`src/rtl/fx_pkg.sv`:
```
// ---------------------------------------------------------------------------
// fx_pkg -- types and constants shared by the f(x) batch scheduler.
//   state_e       : scheduler FSM states
//   fifo_entry_t  : one buffered input element {last flag, x}
//   FP_ZERO       : IEEE-754 single-precision +0.0
// ---------------------------------------------------------------------------
package fx_pkg;

    localparam int          FP_W    = 32;
    localparam logic [31:0] FP_ZERO = 32'h0000_0000;

    typedef enum logic [2:0] {
        IDLE,
        ISSUE,
        WAIT_FX,
        ACC,
        DONE
    } state_e;

    typedef struct packed {
        logic            last;
        logic [FP_W-1:0] data;
    } fifo_entry_t;

endpackage

```
`src/rtl/fx_sync_fifo.sv`:
```
// ---------------------------------------------------------------------------
// fx_sync_fifo -- single-clock FIFO with registered full/empty flags.
//   clk, reset : rising-edge clock, synchronous active-high reset
//   en_i       : global enable; low freezes pointers, count and storage
//   push_i     : write wdata_i (ignored while full)
//   pop_i      : drop the head entry (ignored while empty)
//   wdata_i    : write data
//   rdata_o    : head entry, valid while empty_o is low
//   full_o     : registered; never depends on a pop in the same cycle
//   empty_o    : registered
// DEPTH must be a power of two so the pointers wrap naturally.
// ---------------------------------------------------------------------------
module fx_sync_fifo #(
    parameter int WIDTH = 33,
    parameter int DEPTH = 4
) (
    input  logic             clk,
    input  logic             reset,
    input  logic             en_i,
    input  logic             push_i,
    input  logic             pop_i,
    input  logic [WIDTH-1:0] wdata_i,
    output logic [WIDTH-1:0] rdata_o,
    output logic             full_o,
    output logic             empty_o
);

    localparam int          AW       = (DEPTH > 1) ? $clog2(DEPTH) : 1;
    localparam logic [AW:0] CNT_FULL = (AW + 1)'(DEPTH);
    localparam logic [AW:0] CNT_ONE  = 1;
    localparam logic [AW-1:0] PTR_ONE = 1;

    logic [WIDTH-1:0] mem_q [DEPTH];
    logic [AW-1:0]    wr_ptr_q, rd_ptr_q;
    logic [AW:0]      count_q, count_d;
    logic             full_q, empty_q;
    logic             do_push, do_pop;

    assign do_push = en_i & push_i & ~full_q;
    assign do_pop  = en_i & pop_i & ~empty_q;

    always_comb begin
        // NOTE: default assigned first so every path drives count_d; no latch.
        count_d = count_q;
        if (do_push && !do_pop) begin
            count_d = count_q + CNT_ONE;
        end else if (do_pop && !do_push) begin
            count_d = count_q - CNT_ONE;
        end
    end

    always_ff @(posedge clk) begin
        if (reset) begin
            wr_ptr_q <= '0;
            rd_ptr_q <= '0;
            count_q  <= '0;
            full_q   <= 1'b0;
            empty_q  <= 1'b1;
        end else begin
            // NOTE: non-blocking so every flop samples pre-edge values.
            if (do_push) wr_ptr_q <= wr_ptr_q + PTR_ONE;
            if (do_pop)  rd_ptr_q <= rd_ptr_q + PTR_ONE;
            count_q <= count_d;
            full_q  <= (count_d == CNT_FULL);
            empty_q <= (count_d == '0);
        end
    end

    // NOTE: storage is not reset; the empty flag keeps stale words unread.
    always_ff @(posedge clk) begin
        if (do_push) mem_q[wr_ptr_q] <= wdata_i;
    end

    assign rdata_o = mem_q[rd_ptr_q];
    assign full_o  = full_q;
    assign empty_o = empty_q;

endmodule

```
`src/rtl/fx_batch_sched.sv`:
```
// ---------------------------------------------------------------------------
// fx_batch_sched -- computes sum(f(x)) over batches of IEEE-754 singles using
// an external f(x) evaluator and an external fixed-latency fp adder.
//   clk, reset         : rising-edge clock, synchronous active-high reset
//   clk_en             : global enable; low freezes everything
//   x_valid/x_data/x_last/x_ready : input element stream, x_last ends a batch
//   fx_start/fx_x      : evaluator request (one at a time), fx_x held to done
//   fx_done/fx_result  : evaluator completion
//   add_a/add_b/add_q  : adder operands (zero outside ACC) and result
//   sum/sum_valid      : batch sum with a one-cycle strobe
//   busy               : FSM not idle or elements still buffered
// ---------------------------------------------------------------------------
module fx_batch_sched
    import fx_pkg::*;
#(
    parameter int DEPTH   = 4,
    parameter int ADD_LAT = 3
) (
    input  logic        clk,
    input  logic        reset,
    input  logic        clk_en,
    input  logic        x_valid,
    input  logic [31:0] x_data,
    input  logic        x_last,
    output logic        x_ready,
    output logic        fx_start,
    output logic [31:0] fx_x,
    input  logic        fx_done,
    input  logic [31:0] fx_result,
    output logic [31:0] add_a,
    output logic [31:0] add_b,
    input  logic [31:0] add_q,
    output logic [31:0] sum,
    output logic        sum_valid,
    output logic        busy
);

    localparam int          CW       = (ADD_LAT > 0) ? $clog2(ADD_LAT + 1) : 1;
    localparam logic [CW-1:0] CNT_LAST = CW'(ADD_LAT);
    localparam logic [CW-1:0] CNT_ONE  = 1;

    state_e        state_q;
    logic [31:0]   acc_q, res_q, fx_x_q, sum_q;
    logic          cur_last_q, fx_start_q, sum_valid_q;
    logic [CW-1:0] cnt_q;

    fifo_entry_t   fifo_wdata, fifo_rdata;
    logic          fifo_full, fifo_empty, fifo_pop;

    assign fifo_wdata = {x_last, x_data};
    assign fifo_pop   = (state_q == ISSUE);

    fx_sync_fifo #(
        .WIDTH($bits(fifo_entry_t)),
        .DEPTH(DEPTH)
    ) u_fifo (
        .clk     (clk),
        .reset   (reset),
        .en_i    (clk_en),
        .push_i  (x_valid),
        .pop_i   (fifo_pop),
        .wdata_i (fifo_wdata),
        .rdata_o (fifo_rdata),
        .full_o  (fifo_full),
        .empty_o (fifo_empty)
    );

    always_ff @(posedge clk) begin
        if (reset) begin
            state_q     <= IDLE;
            acc_q       <= FP_ZERO;
            res_q       <= FP_ZERO;
            fx_x_q      <= FP_ZERO;
            sum_q       <= FP_ZERO;
            cur_last_q  <= 1'b0;
            fx_start_q  <= 1'b0;
            sum_valid_q <= 1'b0;
            cnt_q       <= '0;
        end else if (clk_en) begin
            fx_start_q  <= 1'b0;
            sum_valid_q <= 1'b0;
            case (state_q)
                IDLE: begin
                    acc_q <= FP_ZERO;
                    if (!fifo_empty) state_q <= ISSUE;
                end
                ISSUE: begin
                    if (!fifo_empty) begin
                        fx_x_q     <= fifo_rdata.data;
                        cur_last_q <= fifo_rdata.last;
                        fx_start_q <= 1'b1;
                        state_q    <= WAIT_FX;
                    end
                end
                WAIT_FX: begin
                    if (fx_done) begin
                        res_q   <= fx_result;
                        cnt_q   <= '0;
                        state_q <= ACC;
                    end
                end
                ACC: begin
                    // Operands are steady from the first ACC cycle, so the
                    // adder output is valid once the counter reaches ADD_LAT.
                    if (cnt_q == CNT_LAST) begin
                        acc_q   <= add_q;
                        state_q <= cur_last_q ? DONE : ISSUE;
                    end else begin
                        cnt_q <= cnt_q + CNT_ONE;
                    end
                end
                DONE: begin
                    sum_q       <= acc_q;
                    sum_valid_q <= 1'b1;
                    acc_q       <= FP_ZERO;
                    state_q     <= IDLE;
                end
                default: state_q <= IDLE;
            endcase
        end
    end

    // Strobes are held while disabled and masked at the output, so a pulse
    // that lands on a stalled cycle is delivered on the next enabled one.
    assign fx_start  = fx_start_q & clk_en;
    assign sum_valid = sum_valid_q & clk_en;

    assign add_a   = (state_q == ACC) ? acc_q : FP_ZERO;
    assign add_b   = (state_q == ACC) ? res_q : FP_ZERO;
    assign fx_x    = fx_x_q;
    assign sum     = sum_q;
    assign x_ready = ~fifo_full;
    assign busy    = (state_q != IDLE) | ~fifo_empty;

endmodule

```
`config.mk`:
```
export PLATFORM = sky130hd
export DESIGN_NAME = fx_batch_sched
export DESIGN_NICKNAME = d
export VERILOG_FILES = /design/src/rtl/fx_pkg.sv /design/src/rtl/fx_sync_fifo.sv /design/src/rtl/fx_batch_sched.sv
export SDC_FILE = /design/constraint.sdc
export NUM_CORES = 1
export LEC_CHECK = 0
export CAP_MARGIN = 40
export CELL_PAD_IN_SITES_DETAIL_PLACEMENT = 2
export CELL_PAD_IN_SITES_GLOBAL_PLACEMENT = 2
export CORE_ASPECT_RATIO = 0.9
export CORE_MARGIN = 8
export CORE_UTILIZATION = 36
export DETAILED_ROUTE_END_ITERATION = 10
export DONT_BUFFER_PORTS = 1
export PLACE_DENSITY_LB_ADDON = 0.1
export SLEW_MARGIN = 0
export SYNTH_ARGS = -nofsm -noshare
export SYNTH_HDL_FRONTEND = slang
export SYNTH_SLANG_ARGS = --single-unit
```
`constraint.sdc`:
```
create_clock -name clk -period 2.1 [get_ports clk]
set_input_delay 0.315 -clock clk [delete_from_list [all_inputs] [get_ports clk]]
set_output_delay 0.315 -clock clk [all_outputs]
set_load 0.05 [all_outputs]
```
==> results of run 1 <==
-- worst min-delay path by stage --
stage,start,endpoint,depth (start not counted)
2_1_floorplan,x_data[0],u_fifo.mem_q[0][0]$_DFFE_PP_,0
3_3_place_gp,reset,res_q[19]$_SDFFE_PP0P_,1
3_5_place_dp,x_data[1],u_fifo.mem_q[1][1]$_DFFE_PP_,0
4_1_cts,reset,res_q[31]$_SDFFE_PP0P_,1
5_1_grt,reset,res_q[31]$_SDFFE_PP0P_,1
6_report,reset,u_fifo.rd_ptr_q[0]$_SDFFE_PP0P_,1
-- through the flow --
step / instance area [um^2] / util, %
floorplan: 10600 / -
global placement: 12400 / 42.6
detailed placement: 12400 / 42.6
CTS: 14300 / 49.2
global route: 14500 / 49.9
finish: 14500 / 49.9
-- cell type report --
type | count | area share [%]
Clock buffer | 33 | 5.27
Clock inverter | 23 | 2.00
Inverter | 8 | 0.208
Multi-Input combinational cell | 573 | 24.7
Sequential cell | 277 | 47.6
Tap cell | 396 | 3.43
Timing Repair Buffer | 163 | 16.8
-- repair_timing --
item / 4_1_cts / 5_1_grt
cloned: 5 / 2
hold endpoints to repair: 277 / 139
pin swaps: 13 / 14
endpoints found under the setup margin: 65 / 69
buffers inserted: 14 / 5
hold buffers: 41 / 17
gates resized for setup: 78 / 9
-- power by group through the flow --
stage                     Sequential [mW]  Clock [mW]  Combinational, mW
final                                5.81        5.58              0.493
after global routing                 5.82        5.91              0.534
after CTS                            5.81        5.71              0.467
after detailed placement             5.93           0              0.353
after global placement               5.92           0              0.336
after floorplan                      5.91           0              0.294
-- cell usage in the layout, fill, tap and decap left out, types with 2 or more instances in the layout --
cell type / n
edfxtp_1: 132
nand2_1: 236
clkbuf_1: 3
nand3_1: 37
buf_4: 22
inv_1: 8
ha_1: 7
xor2_1: 2
nor2_1: 10
xnor2_1: 4
mux4_2: 33
nand3b_1: 2
bufinv_16: 6
dfxtp_1: 140
mux2i_1: 3
buf_6: 3
dfxtp_4: 3
clkinv_1: 6
dlygate4sd3_1: 56
a32oi_1: 2
nand2b_1: 6
and2_4: 64
and3_2: 4
o21ai_1: 2
dfxtp_2: 2
a21o_1: 3
a21oi_1: 138
buf_12: 77
and2_1: 3
buf_16: 3
clkinv_2: 8
clkbuf_16: 32
-- state kept, by name (all words and copies together) (netlist names) --
name             count
u_fifo.empty_o       1
sum_valid_q          1
fx_x                32
state_q              3
u_fifo.wr_ptr_q      2
sum                 32
u_fifo.full_o        1
cnt_q                2
fx_start_q           1
acc_q               32
u_fifo.rd_ptr_q      2
u_fifo.mem_q       132
u_fifo.count_q       3
cur_last_q           1
res_q               32
-- routing by layer --
metal	up-vias	track usage, %	share of wire [%]
li1	3457	-	-
met1	3800	21.2	40
met2	201	34.2	51
met3	62	5.22	6.4
met4	2	5.86	2.7
met5	-	0	0.038
-- worst register-to-register path: cells and delay by family (launching register included) --
family	cells	cell delay (ps)
buf+inv	4	950
flops	1	350
compound gates	1	150
simple gates	2	450
-- kinds of logic after synthesis --
| logic type | Yosys count |
|---|---|
| AO/OA/AOI/OAI | 150 |
| flip-flops | 277 |
| buffers and inverters | 77 |
| adder cells (fa/ha/maj) | 7 |
| XOR/XNOR | 6 |
| multiplexers | 36 |
| AND/OR/NAND/NOR | 374 |
==> results.md, run 1 <==
- PortBufs: 0
- Total leakage power: 4.89 nW
- Post-Synth XOR/XNOR Area: 0.495%
- Die height: 179 um
- Initial antenna violation count: 1
- Initial Utilization: 36.6%
- Total Routing Usage GR: 18.8%
- Worst VDD drop: 0.779 mV
- Min Clock Period, post-route: 2200 ps
- Routed Antenna Nets: 0
- Worst slew margin: 57.4%
- Worst-Skew Late Latency: 590 ps
- Crit-path max cell delay: 370 ps
- Multi-input logic area: 0.00357 mm^2
- Max-cap violations: 0
- Flop pwr share: 48.9%
- Status: complete, but fails checks
- Startpoint types: flop
- FF-to-FF End: cnt_q[1]$_SDFFE_PP0P_
- Critical path endpoint: add_a[18]
- CP required: 1780 ps
- Gr ovfl total: 0
- Number of synthesized flops with an enable pin: 132
- FF+latch count, synth: 277
- Sequential fraction of the synthesis area: 64.6%
- Setup ws final: -97.2 ps
- Ys async rst share: 0%
- Chip width: 197 um
- Post-Syn Instances: 927
- # rows: 59
- Crit path DAT: 1880 ps
- Core Area: 0.0290 mm^2
- Failing checks: negative hold slack, negative setup slack
- Remaining routing DRC violations: 0
- Post-synth top cells: nand2_1 (236), dfxtp_1 (145), a21oi_1 (139)
- Router iterations before antenna repair: 4
- Final HPWL DP: 20.9 mm
- Switching power total: 2.55 mW
- Routed WL: 34.3 mm
- Count of clock tree sinks: 277
- Placed insts: 1,340
- # setup viols final: 64
- Die ar.: 0.0353 mm^2
- Worst hold slack: -146 ps
- Clk root buf: clkbuf_16
- RR Startpoint: state_q[2]$_SDFFE_PP0P_
- CP cell instances: and3b_4 -> buf_6 -> clkbuf_16 -> and2_4 -> buf_12
- Worst Tran Pin Value: 639 ps
- R2R cell count: 7
- Top area cells in the synthesized netlist: edfxtp_1 (37%), dfxtp_1 (27%), nand2_1 (8.3%), mux4_2 (7.0%), a21oi_1 (6.5%)
- Crit-path leading delay family: simple AND/OR/NAND/NOR gates
- Final nets: 1,162
- Fin cells: 1,473
- DR vias: 7,522
- Slowest-stage cell, CP: and3b_4
- Synth unique cells: 35
- GP Congestion: 0.730
- RSZ-0062 raised after global routing: true
- Post-synthesis simple-gate area fraction: 15.9%
- Total CTS buffers: 30
- Vias in the first global route: 8,331
- Min-Delay Path Class: input port to flop
- Register-to-register setup slack: 140 ps
- WP buf/inv: 3
- H-Tree Depth: 1
- N_diodes: 0
- Fin. Hold Viols: 138
- Largest net degree at the start of global routing: 146
- Tot Pwr: 11.9 mW
- Synth top area share: 37.3%
- I/O pin cnt: 234
- Clock transition at path regs: 60 ps
- Comb pwr share: 4.2%
- Adder-Cell Fraction of Synth Area: 0.824%
- Crit path capture type: output pin
- Iter 0 DRT Violations: 290
- Fillers: 2,813
- Cell Area, Synth: 0.0106 mm^2
- Largest family of logic cells by synthesized area: simple AND/OR/NAND/NOR gates
- Dominant cell type by area after synthesis: edfxtp_1
- Fin crit share: 105%
- Highest Clock Rate: 455 MHz
- Sequential cell area: 0.00688 mm^2
- Critical path depth: 5
- Syn_nets: 1,036
- Avg Cell Area, Syn: 11.5 um^2
- Cell Pwr Density: 821 mW/mm^2
- Post-DR wirelength/cell: 23.3 um
- Synth Area in Compound Gates: 7.30%
- Worst setup path class: flop to output pin
- Count leader, synth: nand2_1
- Commonest register cell after synthesis: dfxtp_1
- Mux cell area share after synthesis: 7.28%
- Clock share of power: 46.9%
- Synth warn: 0
- Setup TNS: -2880 ps
- First-pass GRT wire length: 51.3 mm
- Share of layout cells above drive strength 1: 25.0%
- Dpl ws: 258 ps
- Crit-path max FO: 8
- Max clock buf depth: 3
- Final Max Tran Viols: 0
- Vias per cell: 5.11
- TritonCTS clock tree: built
- Cell Int Power: 9.33 mW
- Area grow syn2layout: 36.1%
- Net Sw Frac: 21.5%
- CP startpoint: state_q[2]$_SDFFE_PP0P_
- Skew final: 46.5 ps
(Power assumes the default switching activity.)
==> inputs of run 2 (changes only) <==
--- a/config.mk
+++ b/config.mk
@@ -11,6 +11,7 @@
 export CORE_ASPECT_RATIO = 0.9
 export CORE_MARGIN = 8
 export CORE_UTILIZATION = 36
+export CTS_CLUSTER_DIAMETER = 50
 export DETAILED_ROUTE_END_ITERATION = 10
 export DONT_BUFFER_PORTS = 1
 export PLACE_DENSITY_LB_ADDON = 0.1
==> run 2 against run 1 <==
The flow finishes with violations (negative hold slack). Setup slack better by 110 ps. Total power increased by 5.7%. Sequential power is essentially flat. Design area is essentially flat. Routed wire length is 2.7% lower. First-iteration DRC count shrank 35%.
==> results.md, run 2 (synthesis gave the netlist of run 1 again) <==
- Remaining routing DRC violations: 0
- H-Tree Depth: 2
- Fin crit share: 99.2%
- Total CTS buffers: 37
- Min-Delay Path Class: input port to flop
- Iter 0 DRT Violations: 188
- Skew final: 21.5 ps
- Core Area: 0.0290 mm^2
- Max reg flops: 132
- Initial Utilization: 36.6%
- Die height: 179 um
- Max clock buf depth: 3
- Cell repeated most along the worst path: buf_12
- Chip width: 197 um
- Crit-path max FO: 17
- Total leakage power: 4.89 nW
- Most frequent cells in the layout: nand2_1 (236), dfxtp_1 (140), a21oi_1 (137), edfxtp_1 (132), buf_12 (76)
- Crit path capture type: output pin
- Count of clock tree sinks: 277
- Total Routing Usage GR: 18.5%
- First-pass GRT wire length: 50.8 mm
- Final nets: 1,153
- Min Clock Period, post-route: 2080 ps
- TritonCTS clock tree: built
- Fillers: 2,817
- Top reg by flops: u_fifo.mem_q
- Crit-path max cell delay: 350 ps
- Share of layout cells above drive strength 1: 25.7%
- Area grow syn2layout: 36.2%
- Fin. Hold Viols: 91
- CP cell instances: and3b_2 -> buf_12 -> buf_12 -> and2_4 -> buf_12
- Startpoint types: flop
- Crit path DAT: 1770 ps
- Cell Pwr Density: 868 mW/mm^2
- Max-cap violations: 0
- Highest Clock Rate: 480 MHz
- Tot Pwr: 12.6 mW
- Clock transition at path regs: 60 ps
- Worst Tran Pin Value: 638 ps
- RSZ-0062 raised after global routing: true
- Die ar.: 0.0353 mm^2
- Vias per cell: 5.10
- Final HPWL DP: 20.9 mm
- Worst VDD drop: 0.735 mV
- GP Congestion: 0.730
- Failing checks: negative hold slack
- Multi-input logic area: 0.00357 mm^2
- Worst hold slack: -104 ps
- PortBufs: 0
- Largest net degree at the start of global routing: 146
- CP required: 1780 ps
- Final Max Tran Viols: 0
- # setup viols final: 0
- Router iterations before antenna repair: 4
- Status: complete, but fails checks
- Sequential cell area: 0.00688 mm^2
- Crit-path leading delay family: simple AND/OR/NAND/NOR gates
- Setup TNS: 0 ps
- Post-DR wirelength/cell: 22.7 um
- DR vias: 7,495
- WP buf/inv: 3
- Initial antenna violation count: 2
- Routed WL: 33.4 mm
- Routed Antenna Nets: 0
- # rows: 59
- Vias in the first global route: 8,417
- Gr ovfl total: 0
- Clk root buf: clkbuf_16
- Worst setup path class: flop to output pin
- I/O pin cnt: 234
- Slowest-stage cell, CP: dfxtp_4
- Worst-Skew Late Latency: 520 ps
- Register-to-register setup slack: 40 ps
- Most common cell after layout, fill and taps aside: nand2_1
- Worst slew margin: 57.4%
-- run 2: cell types whose count changed in the layout (fill, tap and decap cells not counted), sizes merged --
cell / previous run / this run
clkbuf: 35 / 46
inv: 8 / 13
dlygate4sd3: 56 / 48
buf: 105 / 99
clkinvlp: 1 / 5
clkinv: 16 / 9
diode: 0 / 2
bufinv: 6 / 3
-- run 2: what timing repair did --
item	4_1_cts	5_1_grt
resized for setup	60	19
buffers inserted	10	0
cloned	3	0
pin swaps	3	17
hold buffers	40	8
setup endpoints to repair	65	68
hold endpoints to repair	277	138
-- run 2: layer usage --
metal	up-vias	part of all wire [%]	GRT usage [%]
met1	3760	39	20.4
met5	-	0	0
met4	0	2.7	6.48
li1	3456	-	-
met2	211	51	33.5
met3	68	7.3	5.74
-- run 2: through the flow --
stage / cells / util (%) / setup WS (ps) / cell area [um^2]
detailed placement: 1340 / 42.6 / 258 / 12400
CTS: 1461 / 49.4 / -19.4 / 14300
global route: 1471 / 49.9 / -35.7 / 14500
global placement: 1340 / 42.6 / 331 / 12400
floorplan: 927 / - / 0.265 / 10600
finish: 1471 / 49.9 / 17.3 / 14500
-- run 2: path summary, 6_finish.rpt --
| check | from | end | cells past startpoint |
|---|---|---|---|
| max reg2reg | state_q[0]$_SDFFE_PP0P_ | state_q[2]$_SDFFE_PP0P_ | 8 |
| min | reset | res_q[19]$_SDFFE_PP0P_ | 1 |
| max | state_q[2]$_SDFFE_PP0P_ | add_b[6] | 5 |
| min reg2reg | res_q[6]$_SDFFE_PP0P_ | res_q[6]$_SDFFE_PP0P_ | 2 |
-- run 2: layout make-up --
cell class | instances | area share [%]
multi-input cells | 573 | 24.7
diodes | 2 | 0.0346
clock inverters | 22 | 1.70
clock buffers | 46 | 6.92
well taps | 396 | 3.42
flip-flops and latches | 277 | 47.6
repair buffers | 147 | 15.5
inverters | 8 | 0.208
-- run 2: power breakdown --
part / internal (mW) / switching (mW)
registers: 5.75 / 0.0651
logic: 0.207 / 0.263
clock network: 3.83 / 2.44
total: 9.78 / 2.77
==> RTL change, RTL diff (config.mk and constraints of run 2) <==
Reset style: asynchronous (`reset`), changed in 2 clocked blocks. Comments in the files are not updated.
--- a/src/rtl/fx_sync_fifo.sv
+++ b/src/rtl/fx_sync_fifo.sv
@@ -50,5 +50,5 @@
     end
 
-    always_ff @(posedge clk) begin
+    always_ff @(posedge clk or posedge reset) begin
         if (reset) begin
             wr_ptr_q <= '0;
--- a/src/rtl/fx_batch_sched.sv
+++ b/src/rtl/fx_batch_sched.sv
@@ -66,5 +66,5 @@
     );
 
-    always_ff @(posedge clk) begin
+    always_ff @(posedge clk or posedge reset) begin
         if (reset) begin
             state_q     <= IDLE;
Formal check against the unedited RTL: differs if reset is asserted again (counterexample within 4 cycles, from zero or initial values and one cycle with reset high); with reset held inactive, the same outputs for 4 cycles.
==> RTL change against run 2 <==
  * Via count down 11%
  * Synthesized cell count down 25%
  * Hold slack better by 130 ps
  * Routed wire length down 6.4%
  * Core utilization down 1.6 points
  * Sequential cell count unchanged
  * Critical path depth down 1
  * Synthesized area up 3.5%
  * Worst setup slack better by 15 ps
  * Design area about the same
  * Largest cell class unchanged
Power is not compared: it rests on default switching activity, and its combinational part moved more than twofold at a synthesized area within 25%.
==> RTL change: results (changes against run 2) <==
{
  "path_max_fanout": {"value": 24, "change": "was 17"},
  "grt_antenna_before_repair": {"value": 1, "change": "was 2"},
  "half_perimeter_wire_length_after_placement": {"value": 19100, "unit": "um", "change": "was 20900 um"},
  "cts-buffers-inserted": {"value": 36, "change": "was 37"},
  "arithmetic_cell_share_of_the_synthesized_area_counting_full_adders_half_adders_and_majority_gates": {"value": 0.00797, "change": "was 0.00824"},
  "hold_path_startpoint": {"value": "add_q[31]", "change": "was reset"},
  "final.fill_count": {"value": 2730, "change": "was 2817"},
  "synth_cell_type_count": {"value": 38, "change": "was 35"},
  "first_pass_grt_wire_length": {"value": 48800, "unit": "um", "change": "was 50800 um"},
  "most_used_flip_flop_cell_after_synthesis": {"value": "sky130_fd_sc_hd__dfrtp_1", "change": "was sky130_fd_sc_hd__dfxtp_1"},
  "worst-endpoint-arrival": {"value": 1750, "unit": "ps", "change": "was 1770 ps"},
  "synth_fp_nets": {"value": 808, "change": "was 1036"},
  "detail_route.iter0.violations": {"value": 225, "change": "was 188"},
  "dpl.cell_count": {"value": 1140, "change": "was 1340"},
  "crit_family": {"value": "flip-flops", "change": "was simple AND/OR/NAND/NOR gates"},
  "worst_hold_path.num_cells": {"value": 2, "change": "was 1"},
  "routed_vias": {"value": 6645, "change": "was 7495"},
  "flow.area_growth_from_synthesis": {"value": 31.5, "unit": "%", "change": "was 36.2%"},
  "synth_seq_area_share": {"value": 0.691, "change": "was 0.646"},
  "post_synth_mux_area_share": {"value": 0.168, "change": "was 0.0728"},
  "drive_above_1_share": {"value": 0.328, "change": "was 0.257"},
  "via_per_inst": {"value": 5.09, "change": "was 5.10"},
  "cp_slowest_cell": {"value": "sky130_fd_sc_hd__dfrtp_2", "change": "was sky130_fd_sc_hd__dfxtp_4"},
  "dpl-instance-area": {"value": 0.0121, "unit": "mm2", "change": "was 0.0124 mm2"},
  "synth_area_leaders": {"value": "sky130_fd_sc_hd__edfxtp_1 (36%), sky130_fd_sc_hd__dfrtp_1 (33%), sky130_fd_sc_hd__mux2_2 (9.9%)", "change": "was sky130_fd_sc_hd__edfxtp_1 (37%), sky130_fd_sc_hd__dfxtp_1 (27%), sky130_fd_sc_hd__nand2_1 (8.3%)"},
  "syn-instance-count": {"value": 699, "change": "was 927"},
  "nets": {"value": 985, "change": "was 1153"},
  "xor_and_xnor_fraction_of_the_mapped_netlist_area": {"value": 0.00398, "change": "was 0.00495"},
  "gpl.final_weighted_congestion": {"value": 0.756, "change": "was 0.730"},
  "fin_hold_ws": {"value": 21.7, "unit": "ps", "change": "was -104 ps"},
  "status": {"value": "finished, final reports clean", "change": "was complete, but fails checks"},
  "async_reset_ff_frac": {"value": 0.523, "change": "was 0"},
  "crit_path_max_incr_delay": {"value": 420, "unit": "ps", "change": "was 350 ps"},
  "r2r_setup_slack": {"value": 240, "unit": "ps", "change": "was 40 ps"},
  "postRouteWirelength": {"value": 31200, "unit": "um", "change": "was 33400 um"},
  "placement.setup.worst_slack": {"value": 271, "unit": "ps", "change": "was 258 ps"}
}
==> RTL change: changes by cell type in the layout (fill, tap and decap cells not counted), moves of 61 or more <==
cell / before / now
sky130_fd_sc_hd__mux2_2: 0 / 97
sky130_fd_sc_hd__nand2_1: 236 / 73
sky130_fd_sc_hd__and2_4: 64 / 0
sky130_fd_sc_hd__dfrtp_1: 0 / 139
sky130_fd_sc_hd__a21oi_1: 137 / 5
sky130_fd_sc_hd__dfxtp_1: 140 / 0
sky130_fd_sc_hd__and3_1: 1 / 62
==> RTL change: layer usage <==
metal,part of all wire,track usage,up-vias
li1,-,-,2927
met1,0.40,0.198,3471
met4,0.026,0.0504,0
met2,0.51,0.303,190
met5,0,0,-
met3,0.065,0.0527,57
==> RTL change: power by group <==
part	internal [uW]	switching, uW	total [uW]
registers	7290	3240	10500
clock network	3550	2340	5890
logic	3550	4930	8480
total	14400	10500	24900
==> RTL change: layout make-up <==
type / count / area [um2] / share of cell area
clock inverter: 17 / 170 / 0.0118
multi-input combinational: 365 / 3220 / 0.223
tap: 403 / 504 / 0.0349
antenna: 1 / 2.50 / 0.000173
clock buffer: 47 / 972 / 0.0672
sequential: 277 / 7600 / 0.525
inverter: 9 / 37.5 / 0.00260
timing repair buffer: 187 / 1960 / 0.135
==> RTL change: how the worst max path moves through the flow <==
stage / start / to / cells past startpoint
detailed placement: state_q[2] / u_fifo.count_q[2] / 5
CTS: state_q[2] / add_b[0] / 5
floorplan: reset / acc_q[0] / 1
global placement: state_q[2] / u_fifo.count_q[2] / 5
global route: state_q[2] / add_a[19] / 4
finish: state_q[2] / add_a[19] / 4
==> RTL change: repair_timing <==
action                                  CTS  global route
endpoints found under the setup margin   64            61
gates resized for setup                  28            13
hold endpoints to repair                343             0
setup buffers                             3             0
gates cloned                              1             0
hold buffers                             98             0
